==> config.mk <==
export PLATFORM = sky130hd
export DESIGN_NAME = zorro2_bus_master
export DESIGN_NICKNAME = d
export VERILOG_FILES = /design/src/rtl/zorro2_pkg.sv /design/src/rtl/sync2.sv /design/src/rtl/zorro2_bus_master.sv
export SDC_FILE = /design/constraint.sdc
export NUM_CORES = 1
export LEC_CHECK = 0
export ABC_AREA = 1
export BUFFER_PORTS_ARGS = -buffer_cell sky130_fd_sc_hd__buf_2
export CAP_MARGIN = 20
export CORE_UTILIZATION = 50
export CTS_CLUSTER_DIAMETER = 80
export CTS_CLUSTER_SIZE = 12
export DETAILED_ROUTE_END_ITERATION = 6
export GPL_ROUTABILITY_DRIVEN = 1
export GPL_TIMING_DRIVEN = 0
export PLACE_DENSITY = 0.94
export SYNTH_ARGS = -nofsm -noshare
export SYNTH_HDL_FRONTEND = slang
export SYNTH_HIERARCHICAL = 1
export SYNTH_SLANG_ARGS = --single-unit
==> constraint.sdc <==
create_clock -name mclk -period 2.93 [get_ports mclk]
set_clock_uncertainty 0.05 [all_clocks]
set_input_delay 0.1465 -clock mclk [delete_from_list [all_inputs] [get_ports mclk]]
set_output_delay 0.1465 -clock mclk [all_outputs]
set_load 0.1 [all_outputs]
==> src/rtl/zorro2_pkg.sv <==
// rtl/zorro2_pkg.sv - shared states, timing defaults and byte-enable codes
package zorro2_pkg;

  typedef enum logic [2:0] {
    IDLE,
    ADDR,
    ASSERT,
    WAIT,
    SAMPLE,
    RELEASE,
    HOLD,
    RESP
  } state_t;

  localparam int DEF_ADDR_SETUP     = 2;
  localparam int DEF_DS_DELAY       = 2;
  localparam int DEF_DATA_HOLD      = 2;
  localparam int DEF_TIMEOUT_CYCLES = 255;

  localparam logic [1:0] BE_NONE  = 2'b00;
  localparam logic [1:0] BE_LOWER = 2'b01;
  localparam logic [1:0] BE_UPPER = 2'b10;
  localparam logic [1:0] BE_WORD  = 2'b11;

  function automatic int max3(input int a, input int b, input int c);
    int m;
    m = (a > b) ? a : b;
    return (m > c) ? m : c;
  endfunction

endpackage

==> src/rtl/sync2.sv <==
// rtl/sync2.sv - two-flop synchronizer with selectable reset level
module sync2 #(
  parameter logic RESET_VAL = 1'b1
) (
  input  logic clk,
  input  logic reset,
  input  logic d,
  output logic q
);

  logic meta;

  always_ff @(posedge clk) begin
    if (reset) begin
      meta <= RESET_VAL;
      q    <= RESET_VAL;
    end else begin
      meta <= d;
      q    <= meta;
    end
  end

endmodule

==> src/rtl/zorro2_bus_master.sv <==
// rtl/zorro2_bus_master.sv - Zorro II single-word bus initiator
// Define ZM_TIMEOUT_EN to add the WAIT-state watchdog and rsp_timeout.
module zorro2_bus_master
  import zorro2_pkg::*;
#(
  parameter int ADDR_SETUP     = DEF_ADDR_SETUP,
  parameter int DS_DELAY       = DEF_DS_DELAY,
  parameter int DATA_HOLD      = DEF_DATA_HOLD,
  parameter int TIMEOUT_CYCLES = DEF_TIMEOUT_CYCLES
) (
  input  logic        mclk,
  input  logic        reset,
  input  logic        req_valid,
  output logic        req_ready,
  input  logic [22:0] req_addr,
  input  logic        req_rw,
  input  logic [1:0]  req_be,
  input  logic [15:0] req_wdata,
  output logic        rsp_valid,
  output logic [15:0] rsp_rdata,
  output logic        rsp_berr,
  output logic        rsp_timeout,
  output logic [22:0] A,
  output logic        RW,
  output logic        AS,
  output logic        UDS,
  output logic        LDS,
  input  logic [15:0] DA_I,
  output logic [15:0] DA_O,
  output logic        DA_OE,
  input  logic        DTACK,
  input  logic        BERR
);

  localparam int PHASE_MAX = max3(ADDR_SETUP, DS_DELAY, DATA_HOLD);
  localparam int CW        = (PHASE_MAX > 1) ? $clog2(PHASE_MAX) : 1;

  // Out-of-range timing parameters leave this marker scope in the hierarchy.
  if (ADDR_SETUP < 1 || DS_DELAY < 1 || DATA_HOLD < 1 || TIMEOUT_CYCLES < 4) begin : g_param_range_violation
  end

  state_t          state, state_d;
  logic [CW-1:0]   cnt, cnt_d;
  logic [1:0]      be_q, be_d;
  logic [22:0]     a_d;
  logic            rw_d, as_d, uds_d, lds_d, da_oe_d, req_ready_d;
  logic [15:0]     da_o_d, rsp_rdata_d;
  logic            rsp_valid_d, rsp_berr_d;
  logic            dtack_s, berr_s;

`ifdef ZM_TIMEOUT_EN
  localparam int WD_W = $clog2(TIMEOUT_CYCLES + 1);
  logic [WD_W-1:0] wd, wd_d;
  logic            rsp_timeout_d;
`endif

  sync2 #(.RESET_VAL(1'b1)) u_sync_dtack (.clk(mclk), .reset(reset), .d(DTACK), .q(dtack_s));
  sync2 #(.RESET_VAL(1'b1)) u_sync_berr  (.clk(mclk), .reset(reset), .d(BERR),  .q(berr_s));

  always_ff @(posedge mclk) begin
    if (reset) begin
      state     <= IDLE;
      cnt       <= '0;
      be_q      <= BE_NONE;
      A         <= '0;
      RW        <= 1'b1;
      AS        <= 1'b1;
      UDS       <= 1'b1;
      LDS       <= 1'b1;
      DA_O      <= '0;
      DA_OE     <= 1'b0;
      req_ready <= 1'b1;
      rsp_valid <= 1'b0;
      rsp_rdata <= '0;
      rsp_berr  <= 1'b0;
    end else begin
      state     <= state_d;
      cnt       <= cnt_d;
      be_q      <= be_d;
      A         <= a_d;
      RW        <= rw_d;
      AS        <= as_d;
      UDS       <= uds_d;
      LDS       <= lds_d;
      DA_O      <= da_o_d;
      DA_OE     <= da_oe_d;
      req_ready <= req_ready_d;
      rsp_valid <= rsp_valid_d;
      rsp_rdata <= rsp_rdata_d;
      rsp_berr  <= rsp_berr_d;
    end
  end

`ifdef ZM_TIMEOUT_EN
  always_ff @(posedge mclk) begin
    if (reset) begin
      wd          <= '0;
      rsp_timeout <= 1'b0;
    end else begin
      wd          <= wd_d;
      rsp_timeout <= rsp_timeout_d;
    end
  end
`else
  assign rsp_timeout = 1'b0;
`endif

  always_comb begin
    state_d     = state;
    cnt_d       = cnt;
    be_d        = be_q;
    a_d         = A;
    rw_d        = RW;
    as_d        = AS;
    uds_d       = UDS;
    lds_d       = LDS;
    da_o_d      = DA_O;
    da_oe_d     = DA_OE;
    req_ready_d = req_ready;
    rsp_valid_d = 1'b0;
    rsp_rdata_d = rsp_rdata;
    rsp_berr_d  = rsp_berr;
`ifdef ZM_TIMEOUT_EN
    wd_d          = wd;
    rsp_timeout_d = rsp_timeout;
`endif

    case (state)
      IDLE: begin
        if (req_valid && req_ready) begin
          req_ready_d = 1'b0;
          be_d        = req_be;
          cnt_d       = '0;
          rsp_berr_d  = 1'b0;
`ifdef ZM_TIMEOUT_EN
          rsp_timeout_d = 1'b0;
`endif
          // A request with no byte lanes never touches the bus.
          if (req_be == BE_NONE) begin
            state_d     = RESP;
            rsp_valid_d = 1'b1;
            rsp_berr_d  = 1'b1;
          end else begin
            state_d = ADDR;
            a_d     = req_addr;
            rw_d    = req_rw;
            if (!req_rw) begin
              da_o_d  = req_wdata;
              da_oe_d = 1'b1;
            end
          end
        end
      end

      ADDR: begin
        if (cnt == CW'(ADDR_SETUP - 1)) begin
          state_d = ASSERT;
          cnt_d   = '0;
          as_d    = 1'b0;
          if (RW) begin
            uds_d = ~be_q[1];
            lds_d = ~be_q[0];
          end
        end else begin
          cnt_d = cnt + 1'b1;
        end
      end

      ASSERT: begin
        // Reads already have their strobes; writes wait DS_DELAY for data to settle.
        if (RW || cnt == CW'(DS_DELAY - 1)) begin
          state_d = WAIT;
          cnt_d   = '0;
          uds_d   = ~be_q[1];
          lds_d   = ~be_q[0];
`ifdef ZM_TIMEOUT_EN
          wd_d    = '0;
`endif
        end else begin
          cnt_d = cnt + 1'b1;
        end
      end

      WAIT: begin
        if (!berr_s) begin
          state_d    = RELEASE;
          rsp_berr_d = 1'b1;
          as_d       = 1'b1;
          uds_d      = 1'b1;
          lds_d      = 1'b1;
        end else if (!dtack_s) begin
          state_d = SAMPLE;
        end
`ifdef ZM_TIMEOUT_EN
        else if (wd == WD_W'(TIMEOUT_CYCLES - 1)) begin
          state_d       = RELEASE;
          rsp_timeout_d = 1'b1;
          as_d          = 1'b1;
          uds_d         = 1'b1;
          lds_d         = 1'b1;
        end else begin
          wd_d = wd + 1'b1;
        end
`endif
      end

      SAMPLE: begin
        if (RW) begin
          rsp_rdata_d = DA_I;
        end
        state_d = RELEASE;
        as_d    = 1'b1;
        uds_d   = 1'b1;
        lds_d   = 1'b1;
      end

      RELEASE: begin
        if (cnt == CW'(DATA_HOLD - 1)) begin
          state_d = HOLD;
          cnt_d   = '0;
          da_oe_d = 1'b0;
        end else begin
          cnt_d = cnt + 1'b1;
        end
      end

      HOLD: begin
        // The responder must have withdrawn both terminations before we finish.
        if (dtack_s && berr_s) begin
          state_d     = RESP;
          rsp_valid_d = 1'b1;
          rw_d        = 1'b1;
        end
      end

      RESP: begin
        state_d     = IDLE;
        req_ready_d = 1'b1;
      end

      default: begin
        state_d = IDLE;
      end
    endcase
  end

endmodule
# Yosys cells after proc, flatten, opt, wreduce, memory -nomap -nowiden
# Index checks and enable logic that the tools add are counted.
[classes]
addsub = 1
n_mul = 0
div = 0
order_cmp = 0
eq_ne = 17
n_shift = 0
mux = 39
n_bitwise = 4
n_reduce_logical = 25
[op_table]
columns = ["operator", "n"]
rows = [
  ["two-way mux 3 bit", 8],
  ["case mux 3 bit (8 select lines)", 1],
  ["two-way mux 1 bit", 21],
  ["inequality test 2 bit, second input constant", 9],
  ["== test 3 bit, second input constant", 4],
  ["case mux 1 bit (2 select lines)", 5],
  ["AND reduction 5 bit", 2],
  ["AND reduction 3 bit", 3],
  ["case mux 1 bit (4 select lines)", 2],
  ["AND reduction 2 bit", 4],
  ["AND reduction 4 bit", 2],
  ["nonzero test 2 bit", 4],
  ["== test 3 x 2 -> 1 bit, second input constant", 2],
  ["case mux 1 bit (3 select lines)", 2],
  ["AND reduction 6 bit", 1],
  ["nonzero test 3 bit", 2],
  ["inverter 1 bit", 4],
  ["nonzero test 4 bit", 1],
  ["== test 3 x 1 -> 1 bit, second input constant", 1],
  ["zero test 3 bit", 1],
  ["inequality test 3 bit, second input constant", 1],
  ["logical AND 1 bit", 2],
  ["zero test 2 bit", 1],
  ["OR reduction 2 bit", 1],
  ["2 further kinds", 2],
]
[word_totals]
ff_bits = 73
latchBits = 0
mem_bits_rw = 0
mem_bits_ro = 0
output_inout_bits = 64
wordCells = 104
n_memories = 0

# Longest topological paths before layout
# Gate-level depths: netlist of the first run.
[logic_depth]
depth_word = 4
mapped_depth = 10

# Cells and area by module
# The synthesis of the first run kept the hierarchy.
[modules_own_cells]
columns = ["mod", "n_inst", "cells_per_inst", "area_per_inst_um2"]
rows = [
  ["zorro2_bus_master", 1, 368, 2756.4],
  ["sync2", 2, 7, 58.8],
]

# Least setup slack after synthesis of the first run
# No wires, ideal clock.
[synth_timing]
kind = "register -> register"
from = "register req_ready"
to = "register DA_O[10]"
setup_time_ps = 116
t_arrival_ps = 1941
t_required_ps = 2764
path_slack_ps = 823
stages_incl_launch_ff = 9
n_path_buf = 1
synth_period_minus_slack_ps = 2107
path_cell_list = "dfxtp_1 nand2_1 nor2_1 nand2_4 nor2_8 inv_4 buf_6 nor2_2 nor2_1"
[synth_between]
elab_chain_len = 2
[synth_rtl]
columns = ["element", "line_no", "rtl"]
rows = [
  ["start: declaration", "zorro2_bus_master.sv:14", "output logic req_ready,"],
  ["start signal: assignment", "zorro2_bus_master.sv:87", "req_ready <= req_ready_d;"],
  ["logical AND 1 bit", "zorro2_bus_master.sv:130", "if (req_valid && req_ready) begin"],
  ["AND reduction 4 bit (no source line)", "--", ""],
  ["end signal: assignment", "zorro2_bus_master.sv:85", "DA_O <= da_o_d;"],
  ["end: declaration", "zorro2_bus_master.sv:29", "output logic [15:0] DA_O,"],
]
# Every way passes these cells.
# A chain may end at the register's enable or synchronous reset.

==> qor.log, run 1 <==
qor: run_status.status finished with violations
qor: run_status.violations_in_the_final_reports hold timing
qor: place.place_worst_setup_slack 1.35 ns
qor: power.share_seq_of_total_power 29.3%
qor: clock_tree.clock_tree_from_tritoncts built
qor: routing.viasPerCell 5.08
qor: clock_tree.worstSkewPairLatency 0.35 ns
qor: power.power.net_switching 0.00242 W
qor: floorplan.start_util 52.2%
qor: routing.routed_length_per_placed_instance 14.0 um
qor: synthesis.yosysMostFrequentCell sky130_fd_sc_hd__nor2_1
qor: timing.tightest_slew 0.521 ns
qor: routing.drt-total-wl 8710 um
qor: synthesis.synthesis.instances 382
qor: global_route.global_route.overflow_total 0
qor: power.clock_power_share 17.8%
qor: clock_tree.tritoncts_num_sinks 73
qor: timing.setup_ws 1.13 ns
qor: power.power.share.combinational 52.9%
qor: synthesis.synth_seq_area_share 50.8%
qor: floorplan.placement_rows 27
qor: routing.met2_wirelength 4210 um
qor: synthesis.yosys_warnings 6
qor: synthesis.synth_ff_type sky130_fd_sc_hd__dfxtp_1
qor: clock_tree.cts_repair_resize_count 0
qor: clock_tree.ctsLongestPathBuffers 2
qor: routing.metal_1_wl 3420 um
qor: synthesis.synthArstFlopShare 0%
qor: finish.final_cell_count_no_fill 621
qor: timing.timing.fmax 555 MHz
qor: power.p_leak 2.00 nW
qor: power.powerDensity 1110 nW/um^2
qor: synthesis.synth_largest_type_area_fraction 50.8%
qor: critical_path.startpoint_type primary input
qor: clock_tree.cts_root_buffer sky130_fd_sc_hd__clkbuf_8
qor: critical_path.critical_path_peak_fanout 10
qor: critical_path.setup.worst_path.class primary input to register
qor: timing.fin_crit 1.80 ns
qor: run.max-cap-violations 0
qor: synthesis.post_synthesis_area_per_instance 7.52 um^2
qor: synthesis.synth.distinct_cells 25
qor: floorplan.die-area 6060 um^2
qor: power.intPower 0.00207 W
qor: routing.num_vias 3,157
qor: finish.num-nets-final 607
qor: synthesis.number_of_flops_mapped_to_enable_cells_by_yosys 0
qor: timing.finalMaxSlewViolations 0
qor: place.io_buffers 125
qor: floorplan.die_width 77.8 um
qor: timing.fin_worst_hold_slack -0.0163 ns
qor: global_route.grt_first_pass_wirelength 14,200 um
qor: timing.slew_headroom 65.3%
qor: finish.final_design_area_no_fill 4050 um^2
qor: critical_path.critical_path.endpoint_type register
qor: synthesis.mappedNetlistNets 445
qor: timing.fin_setup_tns 0 ns
qor: synthesis.ys_seq_elements 73
qor: global_route.via_count_of_the_first_global_routing_pass 3,107
qor: synthesis.synth.largest_area_cell sky130_fd_sc_hd__dfxtp_1
qor: routing.detail_route.iter0.violations 224
qor: place.dp.cells 579
qor: floorplan.core_region_area 5510 um^2
qor: synthesis.syn-cell-area 2870 um^2
qor: floorplan.dieHeight 77.8 um
qor: finish.layout.filler_cells 413
qor: clock_tree.path_clk_slew 0.08 ns
qor: timing.finalCritPeriodShare 61.5%
qor: critical_path.worstPathRequired 3.13 ns
qor: global_route.grt.total_usage 30.7%
qor: min_path.hp-class primary input to register
qor: critical_path.critical_path_arrival 2.00 ns
qor: timing.hold_viol_final 1
qor: place.gp_congestion 0.919
qor: routing.route.antenna.remaining_nets 0
qor: finish.final_layout_size_suffix_gt1_share 30.4%
qor: place.post-dp-hpwl 5640 um
qor: global_route.grt_antenna_before_repair 0
qor: floorplan.io_pins 127
qor: routing.wl_met3 785 um
qor: routing.detail_route.drc_violations 0
qor: global_route.maximum_number_of_pins_on_one_net_before_global_route_repair 13
qor: finish.area_growth_syn_to_layout 40.8%
qor: synthesis.synth.cells.most_frequent 87 x sky130_fd_sc_hd__nor2_1, 73 x sky130_fd_sc_hd__dfxtp_1, 53 x sky130_fd_sc_hd__nand2_1
qor: finish.antenna-diode-count 0
qor: timing.grt_setup_unrepaired false
qor: timing.setup_violations 0
qor: routing.number_of_iterations_in_the_first_detailed_routing_pass 5
qor: power.ir_worst_vdd 0.000804 V
qor: clock_tree.htreeDepth 3
qor: routing.highest_layer met4
qor: place.placed_area 3590 um^2
qor: synthesis.post_synth_main_area_contributors sky130_fd_sc_hd__dfxtp_1 51%, sky130_fd_sc_hd__nor2_1 11%, sky130_fd_sc_hd__nand2_1 6.9%
qor: clock_tree.cts_inserted_buffers 9
qor: power.power_switching_share 53.9%
## final timing paths
| path | startpoint | to | slack, ns | depth (start not counted) |
|---|---|---|---|---|
| setup / recovery | reset | A[20] | 1.13 | 7 |
| hold reg to reg | u_sync_dtack/meta | u_sync_dtack/q | 0.36 | 2 |
| hold / removal | req_wdata[12] | DA_O[12] | -0.02 | 3 |
| setup reg to reg | state[2] | A[14] | 1.29 | 8 |
## layer usage
layer / vias up / GRT usage (%)
li1: 1548 / -
met1: 1401 / 33.5
met2: 177 / 52.6
met3: 31 / 9.18
met4: 0 / 17.5
met5: - / 0
## kinds of logic after synthesis
| family | Yosys count | synth area share (%) |
|---|---|---|
| AND/OR/NAND/NOR | 192 | 29.2 |
| flip-flops | 73 | 50.8 |
| AO/OA/AOI/OAI | 71 | 12.5 |
| buffers and inverters | 45 | 7.36 |
| other | 1 | 0.130 |
## power by group through the flow
| stage | registers [W] | clock network (W) | logic [W] |
|---|---|---|---|
| after detailed placement | 0.00133 | 0 | 0.00232 |
| after floorplan | 0.00254 | 0 | 0.000719 |
| after global placement | 0.00132 | 0 | 0.00230 |
| after CTS | 0.00131 | 0.000801 | 0.00235 |
| final | 0.00132 | 0.000799 | 0.00238 |
| after global routing | 0.00134 | 0.000852 | 0.00252 |
## layout by cell type (no fill, tap or decap)
master                          Yosys  layout
sky130_fd_sc_hd__buf_4              4       4
sky130_fd_sc_hd__o21ai_0           36      36
sky130_fd_sc_hd__nand4_1            5       5
sky130_fd_sc_hd__buf_6              3       3
sky130_fd_sc_hd__conb_1             1       1
sky130_fd_sc_hd__dfxtp_1           73      73
sky130_fd_sc_hd__o21ai_1           10      10
sky130_fd_sc_hd__a31oi_1            1       1
sky130_fd_sc_hd__nand2_4            2       2
sky130_fd_sc_hd__nor2_1            87      87
sky130_fd_sc_hd__clkinv_4           0       2
sky130_fd_sc_hd__nor2_2            10      10
sky130_fd_sc_hd__a21oi_1           23      23
sky130_fd_sc_hd__nor2_4             1       1
sky130_fd_sc_hd__nor3_1             2       2
sky130_fd_sc_hd__o211ai_1           1       1
sky130_fd_sc_hd__nand3_1           31      31
sky130_fd_sc_hd__bufinv_16          0       1
sky130_fd_sc_hd__clkbuf_1          10      12
sky130_fd_sc_hd__nor2_8             1       1
sky130_fd_sc_hd__clkbuf_8           0      10
sky130_fd_sc_hd__buf_2              2     127
sky130_fd_sc_hd__buf_1              1       1
sky130_fd_sc_hd__inv_4              1       1
sky130_fd_sc_hd__clkinv_1           1       1
sky130_fd_sc_hd__inv_1             19      19
sky130_fd_sc_hd__clkinv_2           0       1
sky130_fd_sc_hd__dlygate4sd3_1      0      26
sky130_fd_sc_hd__inv_2              4       4
sky130_fd_sc_hd__nand2_1           53      53
## state kept, by name, indices dropped and copies added, names as in the netlist
name and flops:
A 23, AS 1, DA_O 16, DA_OE 1, LDS 1, RW 1
UDS 1, be_q 2, cnt 1, req_ready 1, rsp_berr 1, rsp_rdata 16
rsp_valid 1, state 3, u_sync_berr/meta 1, u_sync_berr/q 1, u_sync_dtack/meta 1, u_sync_dtack/q 1
## cell type report
cell class	count	area, um^2	area share [%]
Sequential cell	73	1460	36.1
Multi-Input combinational cell	264	1200	29.7
Timing Repair Buffer	151	886	21.9
Clock buffer	12	145	3.59
Buffer	20	115	2.84
Inverter	25	96.3	2.38
Tap cell	72	90.1	2.23
Clock inverter	4	52.6	1.30
## critical path, cell delays in order
cell,delay (ns)
sky130_fd_sc_hd__dlygate4sd3_1,0.53
sky130_fd_sc_hd__buf_2,0.12
sky130_fd_sc_hd__clkbuf_1,0.29
sky130_fd_sc_hd__clkinv_1,0.32
sky130_fd_sc_hd__clkbuf_1,0.34
sky130_fd_sc_hd__o21ai_0,0.19
sky130_fd_sc_hd__nor2_1,0.06
## stage by stage
step	util [%]	total power [W]
finish	73.5	0.00449
global route	73.5	0.00471
CTS	73.5	0.00446
detailed placement	65.2	0.00365
global placement	65.2	0.00362
floorplan	-	0.00326
## repair_timing
item / in CTS / in global routing
hold endpoints to repair: 25 / 0
endpoints found under the setup margin: 0 / 0
hold buffers: 26 / 0
setup buffers: 0 / 0
Power figures use the tool's default switching activity.
==> run 2: changes to the inputs <==
--- a/config.mk
+++ b/config.mk
@@ -8,13 +8,13 @@
 export ABC_AREA = 1
 export BUFFER_PORTS_ARGS = -buffer_cell sky130_fd_sc_hd__buf_2
 export CAP_MARGIN = 20
-export CORE_UTILIZATION = 50
+export CORE_UTILIZATION = 42
 export CTS_CLUSTER_DIAMETER = 80
 export CTS_CLUSTER_SIZE = 12
 export DETAILED_ROUTE_END_ITERATION = 6
 export GPL_ROUTABILITY_DRIVEN = 1
 export GPL_TIMING_DRIVEN = 0
-export PLACE_DENSITY = 0.94
+export PLACE_DENSITY = 0.85
 export SYNTH_ARGS = -nofsm -noshare
 export SYNTH_HDL_FRONTEND = slang
 export SYNTH_HIERARCHICAL = 1
==> constraint.sdc (replaced) <==
create_clock -name mclk -period 1.6 [get_ports mclk]
set_clock_uncertainty 0.05 [all_clocks]
set_input_delay 0.08 -clock mclk [delete_from_list [all_inputs] [get_ports mclk]]
set_output_delay 0.08 -clock mclk [all_outputs]
set_load 0.1 [all_outputs]
==> qor.log, run 2 (same netlist as run 1, synthesis figures left out) <==
qor: routing.drt-total-wl 9580 um
qor: global_route.grt_first_pass_wirelength 14,800 um
qor: timing.fin_worst_hold_slack 0.0386 ns
qor: finish.antenna-diode-count 0
qor: timing.fin_crit 1.61 ns
qor: finish.area_growth_syn_to_layout 57.6%
qor: critical_path.worstPathRequired 1.78 ns
qor: finish.registers.top_by_ff_count A
qor: routing.detail_route.drc_violations 7
qor: floorplan.placement_rows 29
qor: floorplan.dieHeight 84.7 um
qor: floorplan.die-area 7180 um^2
qor: timing.slew_headroom 63.0%
qor: routing.detail_route.iter0.violations 274
qor: finish.leading_cell_types_in_the_layout_fill_and_taps_excluded 127 x sky130_fd_sc_hd__buf_2, 84 x sky130_fd_sc_hd__nor2_1, 70 x sky130_fd_sc_hd__dfxtp_1
qor: routing.routed_length_per_placed_instance 14.3 um
qor: timing.setup_violations 1
qor: timing.grt_setup_unrepaired true
qor: timing.finalMaxSlewViolations 0
qor: routing.number_of_iterations_in_the_first_detailed_routing_pass 7
qor: timing.tightest_slew 0.555 ns
qor: clock_tree.cts_inserted_buffers 9
qor: critical_path.critical_path_peak_fanout 9
qor: min_path.hp-class primary input to register
qor: clock_tree.htreeDepth 3
qor: timing.finalCritPeriodShare 100%
qor: finish.reg_top3 A: 23 flops, DA_O: 16 flops, rsp_rdata: 16 flops
qor: finish.final_common_cell sky130_fd_sc_hd__buf_2
qor: clock_tree.ctsLongestPathBuffers 2
qor: global_route.global_route.overflow_total 0
qor: clock_tree.clock_tree_from_tritoncts built
qor: finish.final_design_area_no_fill 4530 um^2
qor: floorplan.io_pins 127
qor: timing.timing.fmax 623 MHz
qor: global_route.maximum_number_of_pins_on_one_net_before_global_route_repair 14
qor: run_status.violations_in_the_final_reports DRC, setup timing
qor: clock_tree.path_clk_slew 0.08 ns
qor: global_route.grt.total_usage 26.5%
qor: floorplan.die_width 84.7 um
qor: run_status.status finished with violations
qor: finish.final_layout_size_suffix_gt1_share 31.6%
qor: floorplan.start_util 44.2%
qor: timing.hold_viol_final 0
qor: power.ir_worst_vdd 0.00144 V
qor: critical_path.critical_path_arrival 1.79 ns
qor: finish.final_core_util 69.7%
qor: routing.route.antenna.remaining_nets 0
qor: global_route.via_count_of_the_first_global_routing_pass 3,271
qor: timing.setup_ws -0.00562 ns
qor: routing.num_vias 3,410
qor: place.gp_congestion 0.954
qor: critical_path.setup.worst_path.class register to register
qor: finish.layout.filler_cells 492
qor: place.post-dp-hpwl 5710 um
qor: routing.viasPerCell 5.10
qor: power.p_total 0.00835 W
qor: run.max-cap-violations 0
qor: finish.num-nets-final 650
qor: power.p_leak 2.20 nW
qor: clock_tree.cts_root_buffer sky130_fd_sc_hd__clkbuf_8
qor: floorplan.core_region_area 6490 um^2
qor: global_route.grt_antenna_before_repair 0
qor: finish.largest_reg_flops 23
qor: clock_tree.worstSkewPairLatency 0.35 ns
qor: place.placed_area 3600 um^2
qor: place.io_buffers 125
qor: clock_tree.tritoncts_num_sinks 73
qor: critical_path.startpoint_type register
qor: power.powerDensity 1840 nW/um^2
qor: critical_path.critical_path.endpoint_type register
run 2: cell types whose count changed in the layout (fill, tap and decap cells not counted), sizes merged:
cell         before  now
bufinv            1    0
dlygate4sd3      26   62
buf             135  142
clkbuf           22   20
clkinv            4    5
clkinvlp          0    1
inv              24   25
run 2: final timing paths:
kind | depth (start not counted) | endpoint | start | slack, ns
max | 10 | DA_O[6] | state[0] | -0.006
min | 4 | rsp_valid | req_be[1] | 0.04
max reg2reg | 10 | DA_O[6] | state[0] | -0.006
min reg2reg | 2 | u_sync_berr/q | u_sync_berr/meta | 0.36
run 2: routing by layer:
metal	GRT usage [%]	vias up	routed length [um]
met1	27.4	1547	3560
met2	49.1	196	4960
met3	7.77	29	807
met4	12.6	0	253
met5	0	-	0
li1	-	1638	-
run 2: what timing repair did:
item,in CTS,in global routing
endpoints found under the hold margin,61,0
buffers inserted,0,7
endpoints found under the setup margin,0,47
resized for setup,0,22
hold buffers,62,0
run 2: per-stage QoR:
stage | instances | setup WS, ns | TNS, ns
final | 669 | -0.00562 | -0.00562
after global routing | 669 | -0.0404 | -0.273
after CTS | 662 | 0.00801 | 0
after detailed placement | 584 | 0.0115 | 0
after global placement | 584 | 0.0323 | 0
after floorplan | 382 | 0.0207 | 0
run 2: worst max-delay path: stages (launching register included):
cell and delay [ns]:
sky130_fd_sc_hd__dfxtp_1 0.31, sky130_fd_sc_hd__buf_6 0.13, sky130_fd_sc_hd__nor2_4 0.18, sky130_fd_sc_hd__nand2_4 0.10, sky130_fd_sc_hd__inv_4 0.08, sky130_fd_sc_hd__nand2_8 0.07
sky130_fd_sc_hd__nor2_8 0.18, sky130_fd_sc_hd__inv_6 0.07, sky130_fd_sc_hd__clkbuf_16 0.16, sky130_fd_sc_hd__nor2_2 0.10, sky130_fd_sc_hd__nor2_1 0.06
run 2: layout make-up:
type	instances	area [um^2]	area share, %
repair buffers	195	1320	29.2
plain buffers	19	128	2.82
well taps	77	96.3	2.13
clock inverters	6	43.8	0.967
multi-input cells	264	1230	27.2
flip-flops and latches	73	1470	32.5
inverters	25	106	2.35
clock buffers	10	128	2.82
run 2: where the power goes:
group	switching, W	internal (W)
logic	0.00358	0.00103
clock network	0.000712	0.000568
registers	0.000257	0.00220
total	0.00455	0.00380
